$ cat src/rtl/sram_access_ctrl_if.sv
// rtl/sram_access_ctrl_if.sv - requester and SRAM-side signal bundle for sram_access_ctrl
// slave is the controller's view; master is the environment (requesters plus SRAM wrapper).
interface sram_access_ctrl_if #(
  parameter int N_FRAME_BITS = 1,
  parameter int N_SET_BITS   = 6,
  parameter int BLOCK_SIZE   = 2,
  parameter int N_BLOCK_BITS = 1
);
  logic                      rd_req;
  logic [N_SET_BITS-1:0]     rd_set;
  logic [N_FRAME_BITS-1:0]   rd_frame;
  logic                      rd_done;
  logic [BLOCK_SIZE*32-1:0]  rd_data;
  logic                      wr_req;
  logic [N_SET_BITS-1:0]     wr_set;
  logic [N_FRAME_BITS-1:0]   wr_frame;
  logic [BLOCK_SIZE*32-1:0]  wr_data;
  logic                      wr_done;
  logic [N_SET_BITS-1:0]     sram_set_bits;
  logic [N_FRAME_BITS-1:0]   sram_frame_bits;
  logic                      sram_cs;
  logic                      sram_we;
  logic                      sram_oe;
  logic [N_BLOCK_BITS-1:0]   sram_word_num;
  logic [31:0]               sram_wdata;
  logic [BLOCK_SIZE*32-1:0]  sram_rdata;
  logic                      sram_busy;
  logic                      ctrl_busy;

  modport slave (
    input  rd_req, rd_set, rd_frame, wr_req, wr_set, wr_frame, wr_data, sram_rdata, sram_busy,
    output rd_done, rd_data, wr_done, sram_set_bits, sram_frame_bits, sram_cs, sram_we,
           sram_oe, sram_word_num, sram_wdata, ctrl_busy
  );

  modport master (
    output rd_req, rd_set, rd_frame, wr_req, wr_set, wr_frame, wr_data, sram_rdata, sram_busy,
    input  rd_done, rd_data, wr_done, sram_set_bits, sram_frame_bits, sram_cs, sram_we,
           sram_oe, sram_word_num, sram_wdata, ctrl_busy
  );
endinterface

$ cat src/rtl/sram_access_ctrl.sv
// rtl/sram_access_ctrl.sv - arbitrates lookup reads and block writes onto the L1 data-array SRAM
// Optional FILL_PRIORITY_EN: write requests win every tie instead of round-robin.
module sram_access_ctrl #(
  parameter int ASSOC        = 1,
  parameter int N_FRAME_BITS = 1,
  parameter int N_SET_BITS   = 6,
  parameter int BLOCK_SIZE   = 2,
  parameter int N_BLOCK_BITS = 1
) (
  input  logic             CLK,
  input  logic             nRST,
  sram_access_ctrl_if.slave bus
);
  typedef enum logic [1:0] {IDLE, RD, WR, RESP} state_t;

  localparam logic [N_BLOCK_BITS-1:0] LAST_WORD = N_BLOCK_BITS'(BLOCK_SIZE - 1);

  if (ASSOC < 1 || ASSOC > (1 << N_FRAME_BITS)) begin : g_bad_assoc
    $error("sram_access_ctrl: ASSOC does not fit in N_FRAME_BITS");
  end

  state_t                    state;
  logic [N_BLOCK_BITS-1:0]   cnt;
  logic [N_BLOCK_BITS-1:0]   cnt_nxt;
  logic                      last_grant_wr;
  logic [BLOCK_SIZE*32-1:0]  wdata_q;
  logic                      grant_rd;
  logic                      grant_wr;

`ifdef FILL_PRIORITY_EN
  assign grant_rd = bus.rd_req && !bus.wr_req;
`else
  assign grant_rd = bus.rd_req && (!bus.wr_req || last_grant_wr);
`endif
  assign grant_wr = bus.wr_req && !grant_rd;
  assign cnt_nxt  = cnt + 1'b1;

  assign bus.ctrl_busy = (state != IDLE);

  // SRAM command lines are registered alongside the state so they never glitch.
  always_ff @(posedge CLK or posedge nRST) begin
    if (nRST) begin
      state               <= IDLE;
      cnt                 <= '0;
      last_grant_wr       <= 1'b1;
      wdata_q             <= '0;
      bus.rd_done         <= 1'b0;
      bus.wr_done         <= 1'b0;
      bus.rd_data         <= '0;
      bus.sram_set_bits   <= '0;
      bus.sram_frame_bits <= '0;
      bus.sram_cs         <= 1'b0;
      bus.sram_we         <= 1'b0;
      bus.sram_oe         <= 1'b0;
      bus.sram_word_num   <= '0;
      bus.sram_wdata      <= '0;
    end else begin
      bus.rd_done <= 1'b0;
      bus.wr_done <= 1'b0;
      unique case (state)
        IDLE: begin
          if (grant_rd) begin
            state               <= RD;
            last_grant_wr       <= 1'b0;
            bus.sram_set_bits   <= bus.rd_set;
            bus.sram_frame_bits <= bus.rd_frame;
            bus.sram_cs         <= 1'b1;
            bus.sram_oe         <= 1'b1;
            bus.sram_we         <= 1'b0;
          end else if (grant_wr) begin
            state               <= WR;
            last_grant_wr       <= 1'b1;
            wdata_q             <= bus.wr_data;
            bus.sram_set_bits   <= bus.wr_set;
            bus.sram_frame_bits <= bus.wr_frame;
            bus.sram_cs         <= 1'b1;
            bus.sram_we         <= 1'b1;
            bus.sram_oe         <= 1'b0;
            bus.sram_word_num   <= '0;
            bus.sram_wdata      <= bus.wr_data[31:0];
          end
        end
        RD: begin
          if (!bus.sram_busy) begin
            state               <= RESP;
            bus.rd_data         <= bus.sram_rdata;
            bus.rd_done         <= 1'b1;
            {bus.sram_cs, bus.sram_we, bus.sram_oe} <= 3'b000;
            bus.sram_set_bits   <= '0;
            bus.sram_frame_bits <= '0;
          end
        end
        WR: begin
          if (!bus.sram_busy) begin
            if (cnt == LAST_WORD) begin
              state               <= RESP;
              cnt                 <= '0;
              bus.wr_done         <= 1'b1;
              {bus.sram_cs, bus.sram_we, bus.sram_oe} <= 3'b000;
              bus.sram_set_bits   <= '0;
              bus.sram_frame_bits <= '0;
              bus.sram_word_num   <= '0;
              bus.sram_wdata      <= '0;
            end else begin
              cnt                 <= cnt_nxt;
              bus.sram_word_num   <= cnt_nxt;
              bus.sram_wdata      <= wdata_q[32*cnt_nxt +: 32];
            end
          end
        end
        default: state <= IDLE;
      endcase
    end
  end
endmodule

$ cat src/flat_wrapper.sv
// flat-port wrapper written by rule: the top's interface ports become plain ports
module sram_access_ctrl_flat 
#(
  parameter int ASSOC        = 1,
  parameter int N_FRAME_BITS = 1,
  parameter int N_SET_BITS   = 6,
  parameter int BLOCK_SIZE   = 2,
  parameter int N_BLOCK_BITS = 1
)
  (CLK, nRST, bus_rd_req, bus_rd_set, bus_rd_frame, bus_wr_req, bus_wr_set, bus_wr_frame, bus_wr_data, bus_sram_rdata, bus_sram_busy, bus_rd_done, bus_rd_data, bus_wr_done, bus_sram_set_bits, bus_sram_frame_bits, bus_sram_cs, bus_sram_we, bus_sram_oe, bus_sram_word_num, bus_sram_wdata, bus_ctrl_busy);
  sram_access_ctrl_if #(.N_FRAME_BITS(N_FRAME_BITS), .N_SET_BITS(N_SET_BITS), .BLOCK_SIZE(BLOCK_SIZE), .N_BLOCK_BITS(N_BLOCK_BITS)) bus_i ();
  input  logic CLK;
  input  logic nRST;
  input wire logic [$bits(bus_i.rd_req)-1:0] bus_rd_req;
  input wire logic [$bits(bus_i.rd_set)-1:0] bus_rd_set;
  input wire logic [$bits(bus_i.rd_frame)-1:0] bus_rd_frame;
  input wire logic [$bits(bus_i.wr_req)-1:0] bus_wr_req;
  input wire logic [$bits(bus_i.wr_set)-1:0] bus_wr_set;
  input wire logic [$bits(bus_i.wr_frame)-1:0] bus_wr_frame;
  input wire logic [$bits(bus_i.wr_data)-1:0] bus_wr_data;
  input wire logic [$bits(bus_i.sram_rdata)-1:0] bus_sram_rdata;
  input wire logic [$bits(bus_i.sram_busy)-1:0] bus_sram_busy;
  output wire logic [$bits(bus_i.rd_done)-1:0] bus_rd_done;
  output wire logic [$bits(bus_i.rd_data)-1:0] bus_rd_data;
  output wire logic [$bits(bus_i.wr_done)-1:0] bus_wr_done;
  output wire logic [$bits(bus_i.sram_set_bits)-1:0] bus_sram_set_bits;
  output wire logic [$bits(bus_i.sram_frame_bits)-1:0] bus_sram_frame_bits;
  output wire logic [$bits(bus_i.sram_cs)-1:0] bus_sram_cs;
  output wire logic [$bits(bus_i.sram_we)-1:0] bus_sram_we;
  output wire logic [$bits(bus_i.sram_oe)-1:0] bus_sram_oe;
  output wire logic [$bits(bus_i.sram_word_num)-1:0] bus_sram_word_num;
  output wire logic [$bits(bus_i.sram_wdata)-1:0] bus_sram_wdata;
  output wire logic [$bits(bus_i.ctrl_busy)-1:0] bus_ctrl_busy;
  assign bus_i.rd_req = bus_rd_req;
  assign bus_i.rd_set = bus_rd_set;
  assign bus_i.rd_frame = bus_rd_frame;
  assign bus_i.wr_req = bus_wr_req;
  assign bus_i.wr_set = bus_wr_set;
  assign bus_i.wr_frame = bus_wr_frame;
  assign bus_i.wr_data = bus_wr_data;
  assign bus_i.sram_rdata = bus_sram_rdata;
  assign bus_i.sram_busy = bus_sram_busy;
  assign bus_rd_done = bus_i.rd_done;
  assign bus_rd_data = bus_i.rd_data;
  assign bus_wr_done = bus_i.wr_done;
  assign bus_sram_set_bits = bus_i.sram_set_bits;
  assign bus_sram_frame_bits = bus_i.sram_frame_bits;
  assign bus_sram_cs = bus_i.sram_cs;
  assign bus_sram_we = bus_i.sram_we;
  assign bus_sram_oe = bus_i.sram_oe;
  assign bus_sram_word_num = bus_i.sram_word_num;
  assign bus_sram_wdata = bus_i.sram_wdata;
  assign bus_ctrl_busy = bus_i.ctrl_busy;
  sram_access_ctrl #(.ASSOC(ASSOC), .N_FRAME_BITS(N_FRAME_BITS), .N_SET_BITS(N_SET_BITS), .BLOCK_SIZE(BLOCK_SIZE), .N_BLOCK_BITS(N_BLOCK_BITS)) u_core (.CLK(CLK), .nRST(nRST), .bus(bus_i));
endmodule
$ cat config.mk
export PLATFORM = sky130hd
export DESIGN_NAME = sram_access_ctrl_flat
export DESIGN_NICKNAME = d
export VERILOG_FILES = /design/src/rtl/sram_access_ctrl_if.sv /design/src/rtl/sram_access_ctrl.sv /design/src/flat_wrapper.sv
export SDC_FILE = /design/constraint.sdc
export NUM_CORES = 1
export LEC_CHECK = 0
export ABC_AREA = 0
export BUFFER_PORTS_ARGS = -buffer_cell sky130_fd_sc_hd__buf_4
export CAP_MARGIN = 25
export CORE_ASPECT_RATIO = 0.9
export CORE_MARGIN = 5
export CORE_UTILIZATION = 43
export CTS_CLUSTER_DIAMETER = 50
export DETAILED_ROUTE_END_ITERATION = 8
export MAX_ROUTING_LAYER = met4
export PLACE_DENSITY = 0.74
export SLEW_MARGIN = 20
export SYNTH_ARGS = -nofsm -noshare
export SYNTH_HDL_FRONTEND = slang
export SYNTH_SLANG_ARGS = --single-unit
$ cat constraint.sdc
create_clock -name CLK -period 3.85 [get_ports CLK]
set_input_delay 0.1925 -clock CLK [delete_from_list [all_inputs] [get_ports CLK]]
set_output_delay 0.1925 -clock CLK [all_outputs]
set_load 0.005 [all_outputs]
After elaboration in Yosys (flattened, before gate mapping)

Index checks and enable logic that the tools add are counted.

Add/sub/neg operators: 1
Multipliers: 0
Div/mod/pow operators: 0
Order comparisons: 0
Equal/unequal tests: 8
Shifts and indexed selects: 1
Mux-type cells: 40
Bitwise logic cells: 2
Reduce and logical (&&, ||, !) cells: 17

Operators with widths:

| operator                                               | count |
|---|---|
| 2-to-1 mux 32 bit                                      | 4 |
| case mux 32 bit (2 select lines)                       | 1 |
| variable part select 64 x 7 -> 32 bit                  | 1 |
| 2-to-1 mux 6 bit                                       | 5 |
| 2-to-1 mux 1 bit                                       | 18 |
| case mux 6 bit (3 select lines)                        | 1 |
| case mux 1 bit (3 select lines)                        | 4 |
| 2-to-1 mux 2 bit                                       | 5 |
| AND reduction 4 bit                                    | 2 |
| inequality test 2 bit (second input constant)          | 3 |
| case mux 2 bit (3 select lines)                        | 1 |
| AND reduction 2 bit                                    | 3 |
| nonzero test 2 bit                                     | 3 |
| AND reduction 5 bit                                    | 1 |
| inequality test 2 x 1 -> 1 bit (second input constant) | 2 |
| inequality test 3 x 1 -> 1 bit (second input constant) | 1 |
| AND reduction 3 bit                                    | 1 |
| nonzero test 3 bit                                     | 1 |
| equality test 2 x 1 -> 1 bit (second input constant)   | 1 |
| equality test 2 bit (second input constant)            | 1 |
| logical AND 1 bit                                      | 2 |
| logical NOT 1 bit                                      | 2 |
| logical NOT 2 bit                                      | 1 |
| inverter 1 bit                                         | 2 |
| other kinds (3)                                        | 3 |

Flip-flop bits (word level): 177
Bits in latches: 0
RAM bits: 0
ROM bits: 0
Bits of input ports: 147
Output and inout bits: 110
Logic and storage cells: 83
Memories kept: 0

Depth between registers and ports, before layout

Depth in word-level cells: 8
Mapped depth: 9
Depth with buffers taken out: 6

Worst setup path after synthesis

No wires, ideal clock.

Path kind: register to register
Start point: register u_core.state[0]
End point: register u_core.bus.sram_word_num
Arrival: 1.630 ns
Required time: 3.725 ns
Path slack: 2.096 ns
Cell stages (with the launch flop): 8
Path buffers: 2
Period minus slack after synthesis: 1.754 ns
Cell sequence: dfrtp_1 inv_1 ha_1 buf_2 and2_1 a211oi_2 buf_4 mux2_2

Cells in the longest elaborated chain, start to end: 3

RTL lines:

| element                                                         | RTL line                  | RTL |
|---|---|---|
| start, declared                                                 | sram_access_ctrl.sv:22    | `state_t state;` |
| start signal, assigned                                          | sram_access_ctrl.sv:43    | `state <= IDLE;` |
| start signal, assigned                                          | sram_access_ctrl.sv:63    | `state <= RD;` |
| start signal, assigned                                          | sram_access_ctrl.sv:71    | `state <= WR;` |
| equality test 2 bit / logical NOT 2 bit (equally long branches) | sram_access_ctrl.sv:60    | `unique case (state)` |
| inequality test 2 bit (no line), or another cell as far along   | -                         |  |
| AND reduction 4 bit (no line)                                   | -                         |  |
| end signal, assigned                                            | sram_access_ctrl.sv:106   | `bus.sram_word_num <= cnt_nxt;` |
| end, declared                                                   | sram_access_ctrl_if.sv:33 | `sram_oe, sram_word_num, sram_wdata, ctrl_busy` |

Several ways; a longest one is shown, not always the timed one.
A chain may end at the register's enable or synchronous reset.

Worst setup path in the final report

Start point: register u_core.state[0]
End point: register u_core.bus.sram_set_bits[2]

Cells in the longest elaborated chain, start to end: 3

RTL lines:

| element                                                                | RTL line                  | RTL |
|---|---|---|
| equality test 2 bit, or another cell as far along                      | sram_access_ctrl.sv:60    |  |
| inequality test 2 x 1 -> 1 bit (no line), or another cell as far along | -                         |  |
| AND reduction 5 bit (no line)                                          | -                         |  |
| end signal, assigned                                                   | sram_access_ctrl.sv:65    | `bus.sram_set_bits <= bus.rd_set;` |
| end signal, assigned                                                   | sram_access_ctrl.sv:74    | `bus.sram_set_bits <= bus.wr_set;` |
| end, declared                                                          | sram_access_ctrl_if.sv:32 | `output rd_done, rd_data, wr_done, sram_set_bits, sram_frame_bits, sram_cs, sram_we,` |

Several ways; a longest one is shown, not always the timed one.

==> reports/metrics.cfg <==
[routing]
wl_met2_mm = 8.94
dr_total_vias = 4886
ant_nets = 0
wl_met1_mm = 7.17
remaining_drc_errors = 0
routed_wl_mm = 17.8
post_drt_wl_per_cell_um = 17.5
drtIter0Drc = 257
top_layer = met4
wl_met3_mm = 1.30
firstDrtPassIters = 4
drt-vias-per-instance = 4.81

[layout]
drive_gt1_frac = 0.486
fillers = 923
nets = 961
fin_cells = 1016
area_delta_synth_final_pct = 60.4
num_antenna_cells = 0

[outcome]
outcome = complete, no violations

[floorplanning]
die_w_um = 135
rows = 41
die_height_um = 122
io_pins = 257
start_util = 0.435
core_area_um2 = 13900
dieArea_um2 = 16500

[global_routing]
grt_pass1_wl_mm = 27.9
grt_max_degree = 82
grt_pass1_vias = 5251
antenna_found_initial = 0
grt-ovfl-total = 0
grt_usage = 0.225

[worst_setup_path]
path_delay_family = compound AO/OA/AOI/OAI gates
worst-path-buf-inv = 1
path_cells = inv_1 -> ha_1 -> a21oi_1 -> o211ai_2 -> or2_1 -> o21ai_0
cpMaxStageDelayCell = ha_1
cp_max_fo = 22
endpoint_kind = register
crit_type = reg -> reg
critPathArrivalTime_ns = 2.80
slowest_delay_ns = 0.73
worstPathRequired_ns = 4.15
worstSetupStartpointType = register

[clock_tree]
cts_num_sinks = 145
clk-insertion-delay-late_ns = 0.43
cts_buffers = 17
cts-root-buf = clkbuf_16
cts_max_path_buffers = 2
cts_setup_buffers = 0
cts_tree = yes
htreeDepth = 4
path_clk_slew_ns = 0.06

[yosys]
synth_area_leader_cell = dfrtp_1
yosysTopAreaCellShare = 0.596
ys_warn_count = 0
syn_inst = 462
synth_area_um2 = 6040
ys_seq_area_frac = 0.600
ys_ff_latch = 145
synthesis.nets = 613
post_synth.cell_area_avg_um2 = 13.1
yosys-top-cells-area = dfrtp_1, mux2_2, mux2_4
ys_types = 28

[timing]
max_slew_margin = 0.416
post-route-period-util = 0.651
slew_violations = 0
worstMarginPinSlew_ns = 0.877
layout_setup_ws_ns = 1.34
setup_viol = 0
hold_viol_final = 0
final.setup_skew_ns = 0.00530
rsz0062_at_grt = no
setup_tns_ns = 0
fin_crit_ns = 2.51
timing.fmax_mhz = 399

[place]
gp_congestion = 0.830
portBuffers = 256
hpwl_mm = 11.7
dp_slack_ns = 1.37
place_inst = 891

[pwr]
power_density_nw_per_um2 = 789
power_leakage_nw = 4.63
ir_drop_mv = 0.409
fin_total_pwr_mw = 7.65

[worst_hold_path]
hold_path_class = in -> reg

[job]
cap_violations = 0

==> per-layer routing <==
layer | global-route usage | vias up
met2 | 0.368 | 208
li1 | - | 2282
met4 | 0.0901 | 0
met5 | - | -
met3 | 0.0615 | 36
met1 | 0.268 | 2360
==> registers in the layout, summed over array words and instances, names as in the netlist, 2 cells and up <==
| register | cells |
|---|---|
| u_core.bus.sram_set_bits | 6 |
| u_core.bus.sram_wdata | 32 |
| u_core.state | 2 |
| u_core.bus.rd_data | 64 |
| u_core.wdata_q | 32 |
==> synthesized netlist by cell type, drive strengths merged <==
cell type	n
nand2b	4
mux2i	7
mux2	97
and2	1
or3b	1
o211ai	1
a31oi	4
nand2	14
nor2b	33
a211oi	1
xnor2	1
a21oi	63
ha	4
nor2	34
buf	23
o31ai	3
dfstp	1
o21ai	9
clkbuf	5
a21bo	1
or2	2
inv	7
nand3	2
dfrtp	144
==> cell type report <==
class	instances	area, um^2	area share
clock buffer	17	425	0.0439
clock inverter	15	178	0.0183
inverter	7	30.0	0.00310
multi-input combinational	282	2240	0.231
sequential	145	3630	0.374
tap	193	241	0.0249
timing repair buffer	357	2950	0.304
==> path summary, 6_finish.rpt <==
path / from / to / slack, ns / cells past startpoint
hold reg to reg: u_core.bus.sram_oe / u_core.bus.sram_oe / 0.49 / 2
max in group asynchronous: nRST / u_core.bus.rd_data[49] / 2.66 / 4
setup / recovery: u_core.state[0] / u_core.bus.sram_set_bits[2] / 1.34 / 6
min in group asynchronous: nRST / u_core.bus.rd_data[11] / 0.26 / 3
hold / removal: bus_sram_rdata[53] / u_core.bus.rd_data[53] / 0.02 / 2
setup reg to reg: u_core.state[0] / u_core.bus.sram_set_bits[2] / 1.34 / 6
==> layout by cell type (no fill, tap or decap), drive strengths merged <==
master / count
a31oi: 4
and2: 1
o21ai: 9
xnor2: 1
a21oi: 63
buf: 264
o211ai: 1
nand2b: 4
or2: 2
mux2: 97
o31ai: 3
nand2: 14
dfstp: 1
ha: 4
a211oi: 1
inv: 11
a21bo: 1
dlygate4sd3: 93
clkbuf: 17
mux2i: 7
bufinv: 2
nor2: 34
dfrtp: 144
or3b: 1
clkinv: 5
clkinvlp: 4
nor2b: 33
nand3: 2
==> power by group <==
| part | total (mW) | leakage (nW) | switching (mW) | internal (mW) |
|---|---|---|---|---|
| registers | 2.79 | 1.71 | 0.471 | 2.32 |
| logic | 3.19 | 2.63 | 1.37 | 1.82 |
| clock network | 1.67 | 0.286 | 0.700 | 0.974 |
| total | 7.65 | 4.63 | 2.54 | 5.12 |
==> stage by stage <==
stage	instance area, um^2	util	hold WS [ns]
final	9690	0.697	0.0187
after global routing	9690	0.697	0.00446
after CTS	9680	0.697	0.000475
after detailed placement	8160	0.587	0.149
after global placement	8140	0.586	0.144
after floorplan	6050	-	0.266
==> worst register-to-register path, stage by stage, from the launching register on <==
cell and delay (ns):
dfrtp_1 0.41, inv_1 0.09, ha_1 0.73, a21oi_1 0.16
o211ai_2 0.52, or2_1 0.32, o21ai_0 0.14
==> logic make-up after synthesis <==
| kind of cell | synth area share |
|---|---|
| AOI/OAI and AO/OA | 0.0733 |
| xor gates and xnor gates | 0.00145 |
| adders and majority gates | 0.00828 |
| buffers and inverters | 0.0319 |
| DFF | 0.600 |
| muxes | 0.210 |
| and+or+nand+nor | 0.0743 |
==> timing repair <==
action | CTS | global route
gates resized for setup | 0 | 0
endpoints found under the hold margin | 99 | 1
hold buffers | 92 | 1
Note: power is estimated with default switching activity, not from simulation.
